`src/rtl/lsu_axil_pkg.sv`:
```
// Shared definitions for the LSU AXI4-Lite initiator: access size codes,
// AXI response codes, FSM state encoding and the alignment check.
package lsu_axil_pkg;

   // LSU access size codes
   localparam logic [1:0] SZ_B = 2'b00;
   localparam logic [1:0] SZ_H = 2'b01;
   localparam logic [1:0] SZ_W = 2'b10;

   // AXI response codes
   localparam logic [1:0] OKAY   = 2'b00;
   localparam logic [1:0] EXOKAY = 2'b01;
   localparam logic [1:0] SLVERR = 2'b10;
   localparam logic [1:0] DECERR = 2'b11;

   // FSM state encoding
   localparam logic [2:0] ST_IDLE_ENC = 3'd0;
   localparam logic [2:0] ST_RD_A_ENC = 3'd1;
   localparam logic [2:0] ST_RD_D_ENC = 3'd2;
   localparam logic [2:0] ST_WR_ENC   = 3'd3;
   localparam logic [2:0] ST_WR_B_ENC = 3'd4;
   localparam logic [2:0] ST_RESP_ENC = 3'd5;

   typedef enum logic [2:0] {
      ST_IDLE = ST_IDLE_ENC,
      ST_RD_A = ST_RD_A_ENC,
      ST_RD_D = ST_RD_D_ENC,
      ST_WR   = ST_WR_ENC,
      ST_WR_B = ST_WR_B_ENC,
      ST_RESP = ST_RESP_ENC
   } state_t;

   // A half must sit on an even byte, a word on a 4-byte boundary; size 11 is never legal.
   function automatic logic is_misaligned(input logic [1:0] size, input logic [1:0] off);
      logic bad;
      case (size)
         SZ_B:    bad = 1'b0;
         SZ_H:    bad = off[0];
         SZ_W:    bad = (off != 2'b00);
         default: bad = 1'b1;
      endcase
      return bad;
   endfunction

endpackage

```
`src/rtl/lsu_lane_align.sv`:
```
// Byte-lane steering between the LSU and a 32-bit bus.
// Store side: shifts right-justified store data onto its lanes and builds wstrb.
// Load side: shifts the addressed bytes down to bit 0 and sign/zero-extends.
module lsu_lane_align
   import lsu_axil_pkg::*;
(
   input  logic [1:0]  i_st_off,
   input  logic [1:0]  i_st_size,
   input  logic [31:0] i_st_data,
   output logic [31:0] o_st_data,
   output logic [3:0]  o_st_strb,
   input  logic [1:0]  i_ld_off,
   input  logic [1:0]  i_ld_size,
   input  logic        i_ld_unsigned,
   input  logic [31:0] i_ld_data,
   output logic [31:0] o_ld_data
);

   logic [31:0] w_ld_shift;

   // Store lane placement and byte strobes
   always_comb begin
      o_st_data = i_st_data << {i_st_off, 3'b000};
      case (i_st_size)
         SZ_B:    o_st_strb = 4'b0001 << i_st_off;
         SZ_H:    o_st_strb = 4'b0011 << i_st_off;
         default: o_st_strb = 4'b1111;
      endcase
   end

   // Load extraction and extension; size 11 only reaches here with the check disabled
   always_comb begin
      w_ld_shift = i_ld_data >> {i_ld_off, 3'b000};
      case (i_ld_size)
         SZ_B: begin
            if (i_ld_unsigned) begin
               o_ld_data = {24'h000000, w_ld_shift[7:0]};
            end else begin
               o_ld_data = {{24{w_ld_shift[7]}}, w_ld_shift[7:0]};
            end
         end
         SZ_H: begin
            if (i_ld_unsigned) begin
               o_ld_data = {16'h0000, w_ld_shift[15:0]};
            end else begin
               o_ld_data = {{16{w_ld_shift[15]}}, w_ld_shift[15:0]};
            end
         end
         default: o_ld_data = w_ld_shift;
      endcase
   end

endmodule

```
`src/rtl/lsu_axil_master.sv`:
```
// AXI4-Lite initiator for the load/store unit. One transaction at a time:
// IDLE -> RD_A -> RD_D -> RESP for loads, IDLE -> WR -> WR_B -> RESP for stores,
// IDLE -> RESP for misaligned requests. All bus-facing valids/readies are flops
// loaded from the next-state decode, so they never glitch and hold until handshake.
module lsu_axil_master
   import lsu_axil_pkg::*;
#(
   parameter int ADDR_W         = 32,
   parameter int MISALIGN_CHECK = 1
) (
   input  logic              i_clk,
   input  logic              i_rst,
   // LSU request
   input  logic              i_req_valid,
   output logic              o_req_ready,
   input  logic              i_req_we,
   input  logic [ADDR_W-1:0] i_req_addr,
   input  logic [1:0]        i_req_size,
   input  logic              i_req_unsigned,
   input  logic [31:0]       i_req_wdata,
   // LSU response
   output logic              o_resp_valid,
   input  logic              i_resp_ready,
   output logic [31:0]       o_resp_rdata,
   output logic              o_resp_err,
   // AXI read address / data
   output logic [ADDR_W-1:0] o_araddr,
   output logic              o_arvalid,
   input  logic              i_arready,
   input  logic [31:0]       i_rdata,
   input  logic [1:0]        i_rresp,
   input  logic              i_rvalid,
   output logic              o_rready,
   // AXI write address / data / response
   output logic [ADDR_W-1:0] o_awaddr,
   output logic              o_awvalid,
   input  logic              i_awready,
   output logic [31:0]       o_wdata,
   output logic [3:0]        o_wstrb,
   output logic              o_wvalid,
   input  logic              i_wready,
   input  logic [1:0]        i_bresp,
   input  logic              i_bvalid,
   output logic              o_bready
);

   state_t            r_state;
   state_t            w_state_nxt;

   logic [ADDR_W-1:0] r_addr;
   logic [1:0]        r_size;
   logic              r_unsigned;
   logic [31:0]       r_wdata;
   logic [3:0]        r_wstrb;
   logic [31:0]       r_rdata;
   logic              r_err;
   logic              r_aw_done;
   logic              r_w_done;

   logic              r_req_ready;
   logic              r_arvalid;
   logic              r_rready;
   logic              r_awvalid;
   logic              r_wvalid;
   logic              r_bready;
   logic              r_resp_valid;

   logic              w_accept;
   logic              w_misalign;
   logic              w_ar_hs;
   logic              w_r_hs;
   logic              w_aw_hs;
   logic              w_w_hs;
   logic              w_b_hs;
   logic              w_resp_hs;
   logic              w_aw_done_nxt;
   logic              w_w_done_nxt;
   logic [31:0]       w_st_data;
   logic [3:0]        w_st_strb;
   logic [31:0]       w_ld_data;

   assign w_accept   = r_req_ready && i_req_valid;
   assign w_misalign = (MISALIGN_CHECK != 0) && is_misaligned(i_req_size, i_req_addr[1:0]);
   assign w_ar_hs    = r_arvalid && i_arready;
   assign w_r_hs     = r_rready && i_rvalid;
   assign w_aw_hs    = r_awvalid && i_awready;
   assign w_w_hs     = r_wvalid && i_wready;
   assign w_b_hs     = r_bready && i_bvalid;
   assign w_resp_hs  = r_resp_valid && i_resp_ready;

   // Store lanes come from the live request (registered at accept);
   // load extraction uses the registered offset/size against live rdata.
   lsu_lane_align u_lane_align (
      .i_st_off      (i_req_addr[1:0]),
      .i_st_size     (i_req_size),
      .i_st_data     (i_req_wdata),
      .o_st_data     (w_st_data),
      .o_st_strb     (w_st_strb),
      .i_ld_off      (r_addr[1:0]),
      .i_ld_size     (r_size),
      .i_ld_unsigned (r_unsigned),
      .i_ld_data     (i_rdata),
      .o_ld_data     (w_ld_data)
   );

   // AW/W completion flags: cleared on accept, set by each channel's handshake
   always_comb begin
      w_aw_done_nxt = r_aw_done;
      w_w_done_nxt  = r_w_done;
      if (w_accept) begin
         w_aw_done_nxt = 1'b0;
         w_w_done_nxt  = 1'b0;
      end else begin
         w_aw_done_nxt = r_aw_done || w_aw_hs;
         w_w_done_nxt  = r_w_done || w_w_hs;
      end
   end

   // Next-state decode
   always_comb begin
      w_state_nxt = r_state;
      case (r_state)
         ST_IDLE: begin
            if (w_accept) begin
               if (w_misalign) begin
                  w_state_nxt = ST_RESP;
               end else if (i_req_we) begin
                  w_state_nxt = ST_WR;
               end else begin
                  w_state_nxt = ST_RD_A;
               end
            end else begin
               w_state_nxt = ST_IDLE;
            end
         end
         ST_RD_A: begin
            if (w_ar_hs) begin
               w_state_nxt = ST_RD_D;
            end else begin
               w_state_nxt = ST_RD_A;
            end
         end
         ST_RD_D: begin
            if (w_r_hs) begin
               w_state_nxt = ST_RESP;
            end else begin
               w_state_nxt = ST_RD_D;
            end
         end
         ST_WR: begin
            if (w_aw_done_nxt && w_w_done_nxt) begin
               w_state_nxt = ST_WR_B;
            end else begin
               w_state_nxt = ST_WR;
            end
         end
         ST_WR_B: begin
            if (w_b_hs) begin
               w_state_nxt = ST_RESP;
            end else begin
               w_state_nxt = ST_WR_B;
            end
         end
         ST_RESP: begin
            if (w_resp_hs) begin
               w_state_nxt = ST_IDLE;
            end else begin
               w_state_nxt = ST_RESP;
            end
         end
         default: w_state_nxt = ST_IDLE;
      endcase
   end

   // State register and registered handshake outputs decoded from the next state
   always_ff @(posedge i_clk) begin
      if (i_rst) begin
         r_state      <= ST_IDLE;
         r_req_ready  <= 1'b1;
         r_arvalid    <= 1'b0;
         r_rready     <= 1'b0;
         r_awvalid    <= 1'b0;
         r_wvalid     <= 1'b0;
         r_bready     <= 1'b0;
         r_resp_valid <= 1'b0;
      end else begin
         r_state      <= w_state_nxt;
         r_req_ready  <= (w_state_nxt == ST_IDLE);
         r_arvalid    <= (w_state_nxt == ST_RD_A);
         r_rready     <= (w_state_nxt == ST_RD_D);
         r_awvalid    <= (w_state_nxt == ST_WR) && !w_aw_done_nxt;
         r_wvalid     <= (w_state_nxt == ST_WR) && !w_w_done_nxt;
         r_bready     <= (w_state_nxt == ST_WR_B);
         r_resp_valid <= (w_state_nxt == ST_RESP);
      end
   end

   // Request capture, bus result capture and write-channel flags
   always_ff @(posedge i_clk) begin
      if (i_rst) begin
         r_addr     <= '0;
         r_size     <= 2'b00;
         r_unsigned <= 1'b0;
         r_wdata    <= 32'h0000_0000;
         r_wstrb    <= 4'b0000;
         r_rdata    <= 32'h0000_0000;
         r_err      <= 1'b0;
         r_aw_done  <= 1'b0;
         r_w_done   <= 1'b0;
      end else begin
         r_aw_done <= w_aw_done_nxt;
         r_w_done  <= w_w_done_nxt;
         if (w_accept) begin
            r_addr     <= i_req_addr;
            r_size     <= i_req_size;
            r_unsigned <= i_req_unsigned;
            r_wdata    <= (i_req_we && !w_misalign) ? w_st_data : 32'h0000_0000;
            r_wstrb    <= (i_req_we && !w_misalign) ? w_st_strb : 4'b0000;
            r_rdata    <= 32'h0000_0000;
            r_err      <= w_misalign;
         end else if (w_r_hs) begin
            r_rdata <= w_ld_data;
            r_err   <= (i_rresp != OKAY);
         end else if (w_b_hs) begin
            r_err <= (i_bresp != OKAY);
         end else begin
            r_err <= r_err;
         end
      end
   end

   assign o_req_ready  = r_req_ready;
   assign o_resp_valid = r_resp_valid;
   assign o_resp_rdata = r_rdata;
   assign o_resp_err   = r_err;
   assign o_araddr     = r_addr;
   assign o_arvalid    = r_arvalid;
   assign o_rready     = r_rready;
   assign o_awaddr     = r_addr;
   assign o_awvalid    = r_awvalid;
   assign o_wdata      = r_wdata;
   assign o_wstrb      = r_wstrb;
   assign o_wvalid     = r_wvalid;
   assign o_bready     = r_bready;

endmodule

```
`config.mk`:
```
export PLATFORM = sky130hd
export DESIGN_NAME = lsu_axil_master
export DESIGN_NICKNAME = d
export VERILOG_FILES = /design/src/rtl/lsu_axil_pkg.sv /design/src/rtl/lsu_lane_align.sv /design/src/rtl/lsu_axil_master.sv
export SDC_FILE = /design/constraint.sdc
export NUM_CORES = 1
export LEC_CHECK = 0
export CAP_MARGIN = 20
export CORE_AREA = 4 4 123 125
export DETAILED_ROUTE_END_ITERATION = 7
export DIE_AREA = 0 0 127 129
export PLACE_DENSITY = 0.77
export SYNTH_ARGS = -nofsm -noshare
export SYNTH_HDL_FRONTEND = slang
export SYNTH_HIERARCHICAL = 1
export SYNTH_SLANG_ARGS = --single-unit
export TNS_END_PERCENT = 10
```
`constraint.sdc`:
```
create_clock -name i_clk -period 2 [get_ports i_clk]
set_input_delay 0.4 -clock i_clk [delete_from_list [all_inputs] [get_ports i_clk]]
set_output_delay 0.4 -clock i_clk [all_outputs]
set_load 0.005 [all_outputs]
```
==> flow_summary.yaml, run 1 <==
critical_path:
  slowest_stage: "clkdlybuf4s50_1"
  crit_path_max_fanout: 10
  end_kind: "output port"
  crit_path_max_incr_delay_ps: 510
  crit_type: "flop to output port"
  critPathArrivalTime_ps: 1500
  critPathBufInv: 2
  crit_chain: "buf_6 -> clkdlybuf4s50_1"
  start_kind: "flop"
  cp.required_ps: 1600
  cpLargestDelayFamily: "buffers and inverters"
timing:
  slew_viol_final: 0
  rsz0062_at_grt: "false"
  finalSetupViolCount: 0
  slew_headroom_pct: 55.49
  fin_crit_sh_pct: 95.24
  hold_viol_final: 0
  fmax_mhz: 525.0
  min_period_ps: 1905
  tightest_slew_ps: 666.2
  fin_skew_ps: 5.577
final_layout:
  final_cells: 1091
  final_common_cell: "clkdlybuf4s50_1"
  post-route-util_pct: 63.44
  final_cell_mix: "251 x clkdlybuf4s50_1, 162 x nand2_1, 114 x dfxtp_1, 92 x a21oi_1, 36 x a22o_1"
  num_antenna_cells: 0
  synthToLayoutAreaGrowth_pct: 59.59
  fin_area_mm2: 0.008806
  multi_input_area_mm2: 0.002708
  final_nets: 1011
  register_area_mm2: 0.002327
  fillers: 1189
  drive_gt1_share_pct: 9.001
route:
  drt_wl_total_mm: 18.40
  wl_per_cell_um: 16.87
  via_count: 5586
  drc: 0
  firstDrtPassIters: 5
  final_antenna_net_count: 0
  vias_per_cell: 5.120
  drt_iter0_drc: 406
synthesis:
  synth_ff_type: "dfxtp_1"
  ys_seq_area_share_pct: 42.09
  synth_edf_count: 0
  syn_area_mm2: 0.005518
  avgSynthCellArea_um2: 8.150
  synth.area.top_cells: "dfxtp_1 42%, nand2_1 11%, a21oi_1 8.3%, mux2i_1 6.3%, a22o_1 5.7%"
  yosysTopAreaCell: "dfxtp_1"
  yosysUniqueCellTypes: 48
  ys_seq_elements: 116
  synth_nets: 790
  yosys_warnings: 6
  synth_top_area_share_pct: 42.09
  synth_cells: 677
  synthArstFlopShare_pct: 0
floorplan:
  die_area_mm2: 0.01638
  row_count: 43
  pin_count: 253
  core_mm2: 0.01388
  die_x_um: 127
  die_h_um: 129
  start_util_pct: 39.75
pwr:
  swShare_pct: 26.61
  p_leak_nw: 3.227
  ir_drop_v: 0.0005548
  internal_power_mw: 5.862
  clkPwrFrac_pct: 42.4
  powerDensity_mw_per_mm2: 907.1
  seqPwrFrac_pct: 33.2
  p_switching_mw: 2.126
  combinationalPowerShare_pct: 24.4
cts:
  numCtsBuffers: 17
  cts.sinks: 116
  root_buffer: "clkbuf_16"
  cts_hold_buffers: 0
  h-tree-depth: 4
  clkLatencyLatePin_ps: 410
  clkTransAtPathRegs_ps: 50
  cts_tree: "done"
  clock_path_buffers: 2
place:
  post-dp-hpwl_mm: 13.62
  portBuffers: 252
  gp_congestion: 0.8848
  dpl_cell_area_mm2: 0.008137
  placedCellCount: 1059
hold_path:
  hold_class: "primary input to flop"
run_status:
  outcome: "finished clean"
global_route:
  grt.overflow.total: 0
  grt_max_degree: 37
  grt.total_usage_pct: 21.82
  grt_pass1_vias: 5456
  grt_pass1_wl_mm: 28.50
  antenna_found_initial: 0
run:
  drv_cap: 0
-- stage by stage --
stage | worst slack (ps) | setup TNS [ps] | power (mW) | hold WS [ps]
after floorplan | 492.0 | 0 | 3.714 | 441.3
after global placement | -9.415 | -25.76 | 4.622 | 442.1
after detailed placement | -38.99 | -170.7 | 4.638 | 447.8
after CTS | 10.54 | 0 | 8.055 | 332.8
after global routing | 42.38 | 0 | 8.370 | 373.2
final | 95.14 | 0 | 7.987 | 351.3
-- flip-flops by register name, summed over array words and instances (netlist names) --
register	count
o_wstrb	4
r_size	2
o_resp_valid	1
o_araddr	32
o_wdata	32
r_unsigned	1
o_req_ready	1
o_resp_err	1
r_state	3
o_resp_rdata	32
o_bready	1
r_w_done	1
r_aw_done	1
o_wvalid	1
o_awvalid	1
o_arvalid	1
o_rready	1
-- power by group through the flow --
| stage | registers (mW) | logic [mW] | clock network [mW] |
|---|---|---|---|
| floorplan | 2.64 | 1.07 | 0 |
| global placement | 2.69 | 1.93 | 0 |
| detailed placement | 2.70 | 1.94 | 0 |
| CTS | 2.65 | 1.96 | 3.44 |
| global route | 2.68 | 2.13 | 3.56 |
| finish | 2.65 | 1.95 | 3.38 |
-- timing repair --
action	in CTS	in global routing
resized for setup	2	1
buffers inserted	0	0
setup endpoints to repair	4	2
-- cell usage after synthesis (all sizes together) (3+ instances only) --
cell    count
clkbuf     32
o21ai      19
nand2b      5
a211oi     22
or2         3
mux2i      36
nor2       35
a21oi      92
and2       10
nor2b      18
a22o       36
nand2     162
buf        52
nor3        7
nor4        3
dfxtp     116
-- routing by layer --
metal | wire length, um | share of wire [%] | global-route usage [%] | vias to the layer above
met3 | 1431 | 7.8 | 7.098 | 29
met1 | 7624 | 41 | 26.63 | 2596
li1 | - | - | - | 2747
met4 | 345 | 1.9 | 6.625 | 0
met2 | 8999 | 49 | 36.83 | 214
met5 | 0 | 0 | 0 | -
-- final cells by class --
type,count,share of cell area [%]
multi-input cells,475,30.75
flip-flops and latches,116,26.43
repair buffers,286,32.67
clock inverters,8,1.932
well taps,180,2.558
inverters,2,0.08525
clock buffers,24,5.584
-- worst paths after layout --
| path | startpoint | endpoint | slack [ps] | depth (start not counted) |
|---|---|---|---|---|
| worst max-delay path | o_araddr[0]$_SDFFE_PP0P_ | o_awaddr[0] | 100 | 2 |
| worst min-delay path | i_rst | o_araddr[0]$_SDFFE_PP0P_ | 350 | 2 |
| worst max register to register | o_araddr[0]$_SDFFE_PP0P_ | o_resp_rdata[11]$_SDFFE_PP0P_ | 370 | 7 |
| worst min register to register | o_resp_rdata[11]$_SDFFE_PP0P_ | o_resp_rdata[11]$_SDFFE_PP0P_ | 450 | 2 |
-- kinds of logic (layout without fill, tap and decap cells) --
group | Yosys count | in the layout | synth area share [%]
mux | 36 | 36 | 6.757
buf+inv | 86 | 320 | 8.889
compound gates | 184 | 184 | 21.54
simple gates | 255 | 255 | 20.73
flops | 116 | 116 | 42.09
Power figures use the tool's default switching activity.
==> run 2, diff against run 1 <==
Settings changed: SLEW_MARGIN set to 25.
==> results of run 2 <==
No change in the layout: final DEF, timing and power equal those of run 1.
==> run 3, diff against run 2 <==
Settings changed: ABC_CLOCK_PERIOD_IN_PS set to 2000, SLEW_MARGIN 25 to 20.
==> results of run 3 <==
No change in the layout: final DEF, timing and power equal those of run 1.
